<file path="src/rtl/bcd_pkg.sv">
// Shared BCD arithmetic types and helpers.
// Used by bcd_sub_serial and its digit cell.
package bcd_pkg;

  localparam int BCD_W = 4;
  localparam logic [3:0] BCD_MAX = 4'd9;
  localparam logic [4:0] BCD_RADIX = 5'd10;

  typedef logic [3:0] bcd_digit_t;

  typedef enum logic [1:0] {
    IDLE,
    RUN,
    COMP,
    DONE
  } bcd_sub_state_t;

  function automatic logic bcd_digit_valid(bcd_digit_t d);
    return d <= BCD_MAX;
  endfunction

endpackage

</file>
<file path="src/rtl/bcd_digit_sub.sv">
// Combinational single-digit BCD subtractor with borrow.
// d = a - b - b_in, wrapped by +10 when negative.
module bcd_digit_sub
  import bcd_pkg::*;
(
  input  bcd_digit_t a,
  input  bcd_digit_t b,
  input  logic       b_in,
  output bcd_digit_t d,
  output logic       b_o
);

  logic signed [4:0] diff;
  logic [4:0] adj;

  always_comb begin
    diff = $signed({1'b0, a}) - $signed({1'b0, b})
         - $signed({4'b0000, b_in});
    adj  = diff + BCD_RADIX;
    b_o  = diff[4];
    d    = b_o ? adj[3:0] : diff[3:0];
  end

endmodule

</file>
<file path="src/rtl/bcd_sub_serial.sv">
// Digit-serial BCD subtractor, LSD first, start/done handshake.
// BCD_SUB_MAG_EN adds a COMP pass so z holds |x - y|.
module bcd_sub_serial
  import bcd_pkg::*;
#(
  parameter int N_DIGITS = 4
) (
  input  logic                  clk,
  input  logic                  rst,
  input  logic                  start,
  input  logic [4*N_DIGITS-1:0] x,
  input  logic [4*N_DIGITS-1:0] y,
  output logic                  busy,
  output logic                  done,
  output logic [4*N_DIGITS-1:0] z,
  output logic                  b_out,
  output logic                  err
);

  localparam int W  = BCD_W * N_DIGITS;
  localparam int CW = (N_DIGITS > 1) ? $clog2(N_DIGITS) : 1;
  localparam logic [CW-1:0] LAST = CW'(N_DIGITS - 1);

  bcd_sub_state_t state;
  logic [W-1:0] xs;
  logic [W-1:0] ys;
  logic [W-1:0] acc;
  logic [W-1:0] acc_sh;
  logic [CW-1:0] cnt;
  logic borrow;
  logic err_q;
  logic bad;
  logic last;

  bcd_digit_t cell_a;
  bcd_digit_t cell_b;
  bcd_digit_t cell_d;
  logic cell_bo;

  always_comb begin
    bad = 1'b0;
    for (int i = 0; i < N_DIGITS; i++) begin
      if (!bcd_digit_valid(x[i*BCD_W +: BCD_W]) ||
          !bcd_digit_valid(y[i*BCD_W +: BCD_W]))
        bad = 1'b1;
    end
  end

  // COMP reuses the cell as 0 - z to fold the result to magnitude
  always_comb begin
    cell_a = xs[BCD_W-1:0];
    cell_b = ys[BCD_W-1:0];
    if (state == COMP) begin
      cell_a = '0;
      cell_b = acc[BCD_W-1:0];
    end
  end

  bcd_digit_sub u_cell (
    .a    (cell_a),
    .b    (cell_b),
    .b_in (borrow),
    .d    (cell_d),
    .b_o  (cell_bo)
  );

  always_comb begin
    acc_sh = acc >> BCD_W;
    acc_sh[W-1 -: BCD_W] = cell_d;
  end

  assign last = (cnt == LAST);
  assign busy = (state != IDLE);

  always_ff @(posedge clk or posedge rst) begin
    if (rst) begin
      state  <= IDLE;
      xs     <= '0;
      ys     <= '0;
      acc    <= '0;
      cnt    <= '0;
      borrow <= 1'b0;
      err_q  <= 1'b0;
      z      <= '0;
      b_out  <= 1'b0;
      err    <= 1'b0;
      done   <= 1'b0;
    end else begin
      done <= 1'b0;
      unique case (state)
        IDLE: begin
          if (start) begin
            xs     <= x;
            ys     <= y;
            acc    <= '0;
            cnt    <= '0;
            borrow <= 1'b0;
            err_q  <= bad;
            state  <= RUN;
          end
        end
        RUN: begin
          xs     <= xs >> BCD_W;
          ys     <= ys >> BCD_W;
          acc    <= acc_sh;
          borrow <= cell_bo;
          cnt    <= cnt + 1'b1;
          if (last) begin
`ifdef BCD_SUB_MAG_EN
            if (cell_bo) begin
              state  <= COMP;
              cnt    <= '0;
              borrow <= 1'b0;
            end else begin
              state <= DONE;
              done  <= 1'b1;
              z     <= err_q ? '0 : acc_sh;
              b_out <= 1'b0;
              err   <= err_q;
            end
`else
            state <= DONE;
            done  <= 1'b1;
            z     <= err_q ? '0 : acc_sh;
            b_out <= !err_q && cell_bo;
            err   <= err_q;
`endif
          end
        end
`ifdef BCD_SUB_MAG_EN
        COMP: begin
          acc    <= acc_sh;
          borrow <= cell_bo;
          cnt    <= cnt + 1'b1;
          if (last) begin
            state <= DONE;
            done  <= 1'b1;
            z     <= err_q ? '0 : acc_sh;
            b_out <= !err_q;
            err   <= err_q;
          end
        end
`endif
        DONE: state <= IDLE;
        default: state <= IDLE;
      endcase
    end
  end

endmodule

</file>
<file path="config.mk">
export PLATFORM = sky130hd
export DESIGN_NAME = bcd_sub_serial
export DESIGN_NICKNAME = d
export VERILOG_FILES = /design/src/rtl/bcd_pkg.sv /design/src/rtl/bcd_digit_sub.sv /design/src/rtl/bcd_sub_serial.sv
export SDC_FILE = /design/constraint.sdc
export NUM_CORES = 1
export LEC_CHECK = 0
export CAP_MARGIN = 20
export CORE_MARGIN = 2
export CORE_UTILIZATION = 50
export CTS_BUF_LIST = sky130_fd_sc_hd__clkbuf_16
export DETAILED_ROUTE_END_ITERATION = 16
export GPL_ROUTABILITY_DRIVEN = 0
export GPL_TIMING_DRIVEN = 0
export PLACE_DENSITY = 0.76
export SLEW_MARGIN = 15
export SYNTH_ARGS = -nofsm -noshare
export SYNTH_HDL_FRONTEND = slang
export SYNTH_SLANG_ARGS = --single-unit
</file>
<file path="constraint.sdc">
create_clock -name clk -period 4.75 [get_ports clk]
set_input_delay 1.425 -clock clk [delete_from_list [all_inputs] [get_ports clk]]
set_output_delay 1.425 -clock clk [all_outputs]
set_load 0.01 [all_outputs]
</file>
== Yosys cells after proc, flatten, opt, wreduce, memory -nomap -nowiden ==
Cells that the tools add are included.
Cells by class
  add/sub/neg operators: 4
  order comparisons: 8
  equality and inequality tests: 5
  muxes and demuxes: 23
  reduce and logical (&&, ||, !) cells: 21
Operators with widths (number)
  $pmux 16 s2: 3
  $mux 16: 4
  $le 4x4->1 const B: 8
  $mux 4: 3
  $logic_not 1->1: 9
  $pmux 2 s2: 2
  $reduce_and 2->1: 4
  $mux 1: 7
  $mux 2: 3
  $sub 4x4->5: 1
  $sub 5x2->5: 1
  $add 4x4->4 const B: 1
  $eq 2x2->1 const B: 2
  $logic_or 1x1->1: 4
  $ne 2x2->1 const B: 2
  $reduce_bool 2->1: 2
  $add 2x1->2 const B: 1
  $eq 2x1->1 const B: 1
  $logic_not 2->1: 1
  $pmux 1 s2: 1
  $logic_and 1x1->1: 1
Storage, ports and cells
  register bits: 73
  input port bits: 35
  output and inout bits: 20
  word-level logic and storage cells: 72

== Depth between registers and ports, before layout ==
Gate-level depths: netlist (run 1).
  depth after elaboration: 7
  depth in mapped cells: 14

== Cells and area by module ==
A second synthesis (run 1) with hierarchy kept.
Second synthesis, totals
  cell total of the unflattened synthesis: 314
  area, all modules: 3389.5 sq um
Modules (own cells, without submodules)
  bcd_sub_serial: instances 1, cells an instance 282, area an instance 3115.5 sq um, seq. area each 1826.8 sq um
  bcd_digit_sub: instances 1, cells an instance 32, area an instance 274.0 sq um, seq. area each 0.0 sq um

== Least setup slack after synthesis (run 1) ==
Ideal clock, no wire load.
  kind: register -> register
  start: reg state[1]
  end: reg z[14]
  setup time: 121 ps
  data arrival time: 2656 ps
  required time: 4629 ps
  setup slack: 1973 ps
  cell stages (with the launch flop): 13
  path buffers: 1
  period minus slack after synthesis: 2777 ps
  cells stage by stage: dfrtp_1 > nand2b_1 > buf_6 > mux2_2 > fa_1 > inv_1 > fa_1 > ha_1 > nand2_1 > o21ai_0 > o21ai_0 > o2111ai_1 > a22o_1
Between the ends
  cells in the longest elaborated chain, start to end: 7
  elaborated cells between the ends (all ways): 10
  those cells by class: 3 x add/sub; 2 x eq/ne; 4 x mux; 1 x reduce/logical
Ends and longest elaborated chain
  start, declared: RTL line bcd_sub_serial.sv:24  | bcd_sub_state_t state;
  start signal, assigned: RTL line bcd_sub_serial.sv:77  | state <= IDLE;
  start signal, assigned: RTL line bcd_sub_serial.sv:99  | state <= RUN;
  start signal, assigned: RTL line bcd_sub_serial.sv:122  | state <= DONE;
  $eq 2x2->1: RTL line bcd_sub_serial.sv:53  | if (state == COMP) begin
  $mux 4: RTL line bcd_sub_serial.sv:53
  $sub 4x4->5: RTL line bcd_digit_sub.sv:17  | diff = $signed({1'b0, a}) - $signed({1'b0, b})
  $sub 5x2->5: RTL line bcd_digit_sub.sv:18  | - $signed({4'b0000, b_in});
  $add 4x4->4: RTL line bcd_digit_sub.sv:19  | adj = diff + BCD_RADIX;
  $mux 4: RTL line bcd_digit_sub.sv:21  | d = b_o ? adj[3:0] : diff[3:0];
  $mux 16: RTL line bcd_sub_serial.sv:124  | z <= err_q ? '0 : acc_sh;
  end signal, assigned: RTL line bcd_sub_serial.sv:124
  end, declared: RTL line bcd_sub_serial.sv:15  | output logic [4*N_DIGITS-1:0] z,
Several ways; a longest one is shown, not always the timed one.
A chain may end at the register's enable or synchronous reset.

== Final worst setup path (run 1) ==
  start: reg state[1]
  end: reg acc[14]
Between the ends
  cells in the longest elaborated chain, start to end: 7
  elaborated cells between the ends (all ways): 13
  those cells by class: 3 x add/sub; 3 x eq/ne; 4 x mux; 3 x reduce/logical
Ends and longest elaborated chain
  $eq 2x2->1: RTL line bcd_sub_serial.sv:53
  $mux 4: RTL line bcd_sub_serial.sv:53
  $sub 4x4->5: RTL line bcd_digit_sub.sv:17
  $sub 5x2->5: RTL line bcd_digit_sub.sv:18
  $add 4x4->4: RTL line bcd_digit_sub.sv:19
  $mux 4: RTL line bcd_digit_sub.sv:21
  $pmux 16 s2: RTL line bcd_sub_serial.sv:90  | unique case (state)
  end signal, assigned: RTL line bcd_sub_serial.sv:105  | acc <= acc_sh;
  end, declared: RTL line bcd_sub_serial.sv:27  | logic [W-1:0] acc;
Several ways; a longest one is shown, not always the timed one.

==> results of run 1 <==
==> routing by layer <==
metal  up-vias  part of all wire, %  routed length [microns]  track usage (%)
met4         0                  2.1                      149            9.235
li1       1211                    -                        -                -
met1      1188                   44                     3089            25.80
met3        18                  3.6                      251            3.272
met2        61                   50                     3478            36.22
met5         -                    0                        0                0
==> power by group <==
part | leakage, nW | internal (mW) | switching, mW
clock | 0.136 | 0.342 | 0.236
combinational | 0.845 | 0.678 | 0.755
sequential | 0.948 | 0.871 | 0.154
==> metrics by stage <==
step / utilization (%) / instances
6_report: 66.37 / 457
3_5_place_dp: 62.40 / 441
4_1_cts: 66.37 / 457
2_1_floorplan: - / 309
5_1_grt: 66.37 / 457
3_3_place_gp: 61.93 / 440
==> cell families (layout without fill, tap and decap cells) <==
group | count (synthesis) | after routing | share of synthesized area (%)
adder cells (fa/ha/maj) | 8 | 8 | 3.446
XOR/XNOR | 3 | 3 | 0.7867
multiplexers | 29 | 29 | 8.839
buffers and inverters | 27 | 98 | 4.494
AND/OR/NAND/NOR | 82 | 82 | 11.35
AO/OA/AOI/OAI | 87 | 87 | 16.40
flip-flops | 73 | 73 | 54.68
==> cell type report <==
cell class	instances	area (sq um)	area share, %
flip-flops and latches	73	1827	42.85
inverters	9	37.54	0.8805
clock buffers	9	225.2	5.283
repair buffers	55	568.0	13.33
multi-input cells	209	1364	31.99
well taps	77	96.34	2.260
plain buffers	18	115.1	2.700
clock inverters	7	30.03	0.7044
==> worst paths after layout <==
check / start / to / slack, ns
min in group asynchronous: rst / z[2]$_DFFE_PP0P_ / 1.37
max in group asynchronous: rst / ys[13]$_DFFE_PP0P_ / 2.86
worst max-delay path: state[1]$_DFFE_PP0P_ / acc[14]$_DFFE_PP0P_ / 1.65
worst max register to register: state[1]$_DFFE_PP0P_ / acc[14]$_DFFE_PP0P_ / 1.65
worst min register to register: z[9]$_DFFE_PP0P_ / z[9]$_DFFE_PP0P_ / 0.48
worst min-delay path: z[9]$_DFFE_PP0P_ / z[9]$_DFFE_PP0P_ / 0.48
==> state kept, by name, summed over array words and instances (netlist names), 2 cells and up <==
name,count
acc,16
cnt,2
state,2
xs,16
ys,16
z,16
==> cell usage in the layout (no fill, tap or decap), types with 4 or more instances in the layout <==
cell type / instances
buf_6: 4
a22o_1: 23
mux2_2: 4
o21ai_0: 53
clkdlybuf4s50_1: 54
clkbuf_1: 7
inv_1: 9
dfrtp_1: 73
mux2i_1: 25
nand2_1: 52
nand2b_1: 17
ha_1: 6
clkbuf_16: 9
clkinv_2: 4
==> critical path: stages, from the launching register on <==
cell       delay [ns]
dfrtp_1          0.42
nand2b_1         0.10
buf_6            0.14
mux2_2           0.35
fa_1             0.39
inv_1            0.11
fa_1             0.19
nand2b_1         0.21
nand2_1          0.08
ha_1             0.31
nand2_1          0.06
o21ai_0          0.08
o21ai_0          0.09
o2111ai_1        0.21
a22o_1           0.25
==> flow_metrics.tcl, run 1 <==
set metrics [dict create \
    grt_pass1_vias 2543 \
    total_power_mw 3.035 \
    fillers 509 \
    finalSetupViolCount 0 \
    syn-num-nets 352 \
    root_buffer "clkbuf_16" \
    finalHoldViolations 0 \
    drt_wl_total_microns 6969 \
    antenna_left 0 \
    cts_buffers 9 \
    syn-instance-count 309 \
    status "finished, violations left" \
    synth_top_area_share_pct 54.68 \
    finalCritPeriodShare_pct 65.24 \
    tightest_slew_ns 0.5392 \
    cts_setup_buffers 0 \
    crit_required_ns 4.97 \
    clkSinkCount 73 \
    drive_gt1_share_pct 8.421 \
    fmax_mhz 322.7 \
    dieArea_sq_um 7351 \
    grt-ovfl-total 0 \
    yosysTopAreaCell "dfrtp_1" \
    min_path_type "reg -> reg" \
    yosys-top-cells-count "dfrtp_1, o21ai_0, nand2_1, mux2i_1, a22o_1" \
    num_rows 29 \
    vdd.ir_drop.worst_v 0.0002846 \
    p_leak_nw 1.930 \
    ys_seq_area_share_pct 54.68 \
    hold_ws_ns 0.4777 \
    end_kind "flip-flop" \
    yosysWarnings 0 \
    dr.pass1.iters 11 \
    core_sq_um 6422 \
    powerDensity_nw_per_um2 712.1 \
    slew-limit-headroom_pct 64.05 \
    cts_buffer_depth 2 \
    io_pins 55 \
    failed_checks "design-rule violations" \
    initial_core_util_pct 52.02 \
    synthFlopType "dfrtp_1" \
    dp_hpwl_microns 5262 \
    drtIter0Drc 95 \
    layout.nets 418 \
    grt_usage_pct 20.87 \
    grt_pass1_wl_microns 11780 \
    synth_async_sr_flop_share_pct 100.0 \
    path_max_fanout 9 \
    diodes 0 \
    synth_area_per_cell_sq_um 10.81 \
    htreeDepth 3 \
    synth_area_leaders "dfrtp_1, o21ai_0, mux2i_1" \
    area_delta_synth_final_pct 27.60 \
    fp.dieH_microns 85.74 \
    min_path_cells 2 \
    synth_edf_count 0 \
    dieWidth_microns 85.74 \
    skew_ns 0.005459 \
    place_area_sq_um 4008 \
    hold_buffers 0 \
    routedWlPerCell_microns 15.25 \
    setup_ws_ns 1.651 \
    fin_area_sq_um 4263 \
    viasPerCell 5.422 \
    critPathLaunchType "flip-flop" \
    clk_pin_slew_ns 0.05 \
    pre_cts_ws_ns 1.546 \
    post-synth-top-count-cell "dfrtp_1" \
    numPortBuffers 54 \
    grt_max_degree 60 \
    post_cts_resized 0 \
    syn-cell-area_sq_um 3341 \
    vias 2478 \
    yosysUniqueCellTypes 36 \
    synth-seq-cells 73 \
    cts_tree "done" \
    drv_slew 0 \
    fin_crit_ns 3.099 \
    worstRegToRegCells 14 \
    finalSetupTns_ns 0 \
    clkLatencyLatePin_ns 0.33 \
    critPathKind "reg -> reg" \
    drc 5 \
    antenna_found_initial 0 \
    maxCapViolations 0 \
    rsz0062_at_grt "no" \
    arrival_ns 3.32 \
]
No activity file was read; power rests on OpenSTA's default activity.
==> inputs of run 2 (changes only) <==
==> constraint.sdc (replaced) <==
create_clock -name clk -period 3.1 [get_ports clk]
set_input_delay 0.93 -clock clk [delete_from_list [all_inputs] [get_ports clk]]
set_output_delay 0.93 -clock clk [all_outputs]
set_load 0.01 [all_outputs]
==> flow_metrics.tcl, run 2 (same netlist as run 1, synthesis figures left out) <==
set metrics [dict create \
    cts_tree "done" \
    dieArea_sq_um 7351 \
    maxCapViolations 0 \
    p_leak_nw 1.955 \
    viasPerCell 5.427 \
    dr.pass1.iters 11 \
    fin_crit_ns 2.922 \
    arrival_ns 3.14 \
    final_common_cell "dfrtp_1" \
    final_cell_mix "dfrtp_1, clkdlybuf4s50_1, nand2_1, o21ai_0, mux2i_1" \
    grt_max_degree 60 \
    critPathKind "reg -> reg" \
    grt_usage_pct 20.87 \
    rsz0062_at_grt "no" \
    clkSinkCount 73 \
    status "finished, violations left" \
    cts_buffer_depth 2 \
    finalCritPeriodShare_pct 94.26 \
    finalSetupTns_ns 0 \
    antenna_found_initial 0 \
    powerDensity_nw_per_um2 1108 \
    drc 5 \
    dpl.cell_count 441 \
    fillers 500 \
    routedWlPerCell_microns 15.34 \
    clkLatencyLatePin_ns 0.33 \
    multiInputGateArea_sq_um 1383 \
    tightest_slew_ns 0.5416 \
    dieWidth_microns 85.74 \
    hold_buffers 0 \
    drv_slew 0 \
    cts_buffers 9 \
    grt-ovfl-total 0 \
    fp.dieH_microns 85.74 \
    diodes 0 \
    vias 2502 \
    drive_gt1_share_pct 10.68 \
    vdd.ir_drop.worst_v 0.0004371 \
    finalHoldViolations 0 \
    layout.nets 422 \
    antenna_left 0 \
    core_sq_um 6422 \
    instances_no_fill 461 \
    numPortBuffers 54 \
    drt_wl_total_microns 7070 \
    root_buffer "clkbuf_16" \
    rrSetupSlack_ns 0.18 \
    dp_hpwl_microns 5262 \
    io_pins 55 \
    end_kind "flip-flop" \
    initial_core_util_pct 52.02 \
    fmax_mhz 342.2 \
    grt_pass1_wl_microns 11780 \
    skew_ns 0.006553 \
    clk_pin_slew_ns 0.05 \
    num_rows 29 \
    drtIter0Drc 72 \
    path_max_fanout 6 \
    area_delta_synth_final_pct 29.06 \
    slew-limit-headroom_pct 63.90 \
    critPathLaunchType "flip-flop" \
    crit_required_ns 3.31 \
    grt_pass1_vias 2540 \
    register_area_sq_um 1827 \
    finalSetupViolCount 0 \
    min_path_type "reg -> reg" \
    failed_checks "design-rule violations" \
    htreeDepth 3 \
]
-- run 2: per-stage QoR --
stage / utilization, % / worst slack [ns] / total power [mW] / hold WS (ns) / instance area (sq um)
after floorplan: - / 0.3167 / 3.110 / 0.4444 / 3341
after global placement: 61.93 / -0.8168 / 3.724 / 0.4616 / 3978
after detailed placement: 62.40 / -0.02167 / 3.809 / 0.4693 / 4008
after CTS: 66.51 / 0.02078 / 4.739 / 0.4807 / 4272
after global routing: 67.13 / 0.007080 / 5.156 / 0.5038 / 4312
final: 67.13 / 0.1778 / 4.779 / 0.4771 / 4312
-- run 2: path summary, 6_finish.rpt --
kind / from / endpoint / cells past startpoint
setup / recovery: state[1]$_DFFE_PP0P_ / z[14]$_DFFE_PP0P_ / 12
hold / removal: ys[2]$_DFFE_PP0P_ / ys[2]$_DFFE_PP0P_ / 2
setup reg to reg: state[1]$_DFFE_PP0P_ / z[14]$_DFFE_PP0P_ / 12
hold reg to reg: ys[2]$_DFFE_PP0P_ / ys[2]$_DFFE_PP0P_ / 2
max in group asynchronous: rst / xs[5]$_DFFE_PP0P_ / 3
min in group asynchronous: rst / z[2]$_DFFE_PP0P_ / 2
-- run 2: worst max-delay path, cell delays in order, from the launching register on --
cell and delay, ns:
dfrtp_1 0.41, nand2b_1 0.10, buf_6 0.12, mux2_2 0.35, fa_2 0.36, inv_2 0.07
fa_2 0.43, ha_1 0.30, nand2_1 0.06, o21ai_0 0.08, o21ai_1 0.11, o2111ai_2 0.19
a22o_1 0.23
-- run 2: final cells by class --
class	instances	share of cell area, %
timing repair buffer	59	13.87
multi-input combinational	209	32.07
buffer	18	2.670
inverter	9	0.8706
clock inverter	7	0.6965
tap	77	2.234
clock buffer	9	5.223
sequential	73	42.37
-- run 2: report_power, final --
| part | total [mW] | switching (mW) | leakage, nW | internal, mW |
|---|---|---|---|---|
| Combinational | 2.32 | 1.21 | 0.870 | 1.12 |
| Sequential | 1.57 | 0.236 | 0.948 | 1.33 |
| Clock | 0.884 | 0.359 | 0.136 | 0.525 |
-- run 2: layer usage --
| layer | routed length (microns) | vias to the layer above | track usage, % |
|---|---|---|---|
| li1 | - | 1222 | - |
| met1 | 3149 | 1206 | 25.86 |
| met2 | 3545 | 59 | 36.29 |
| met3 | 230 | 15 | 3.176 |
| met4 | 144 | 0 | 9.091 |
| met5 | 0 | - | 0 |
-- run 2: timing repair --
| item | CTS | global route |
|---|---|---|
| resized for setup | 2 | 5 |
| pin swaps | 0 | 2 |
| setup buffers | 0 | 4 |
| setup endpoints to repair | 2 | 2 |
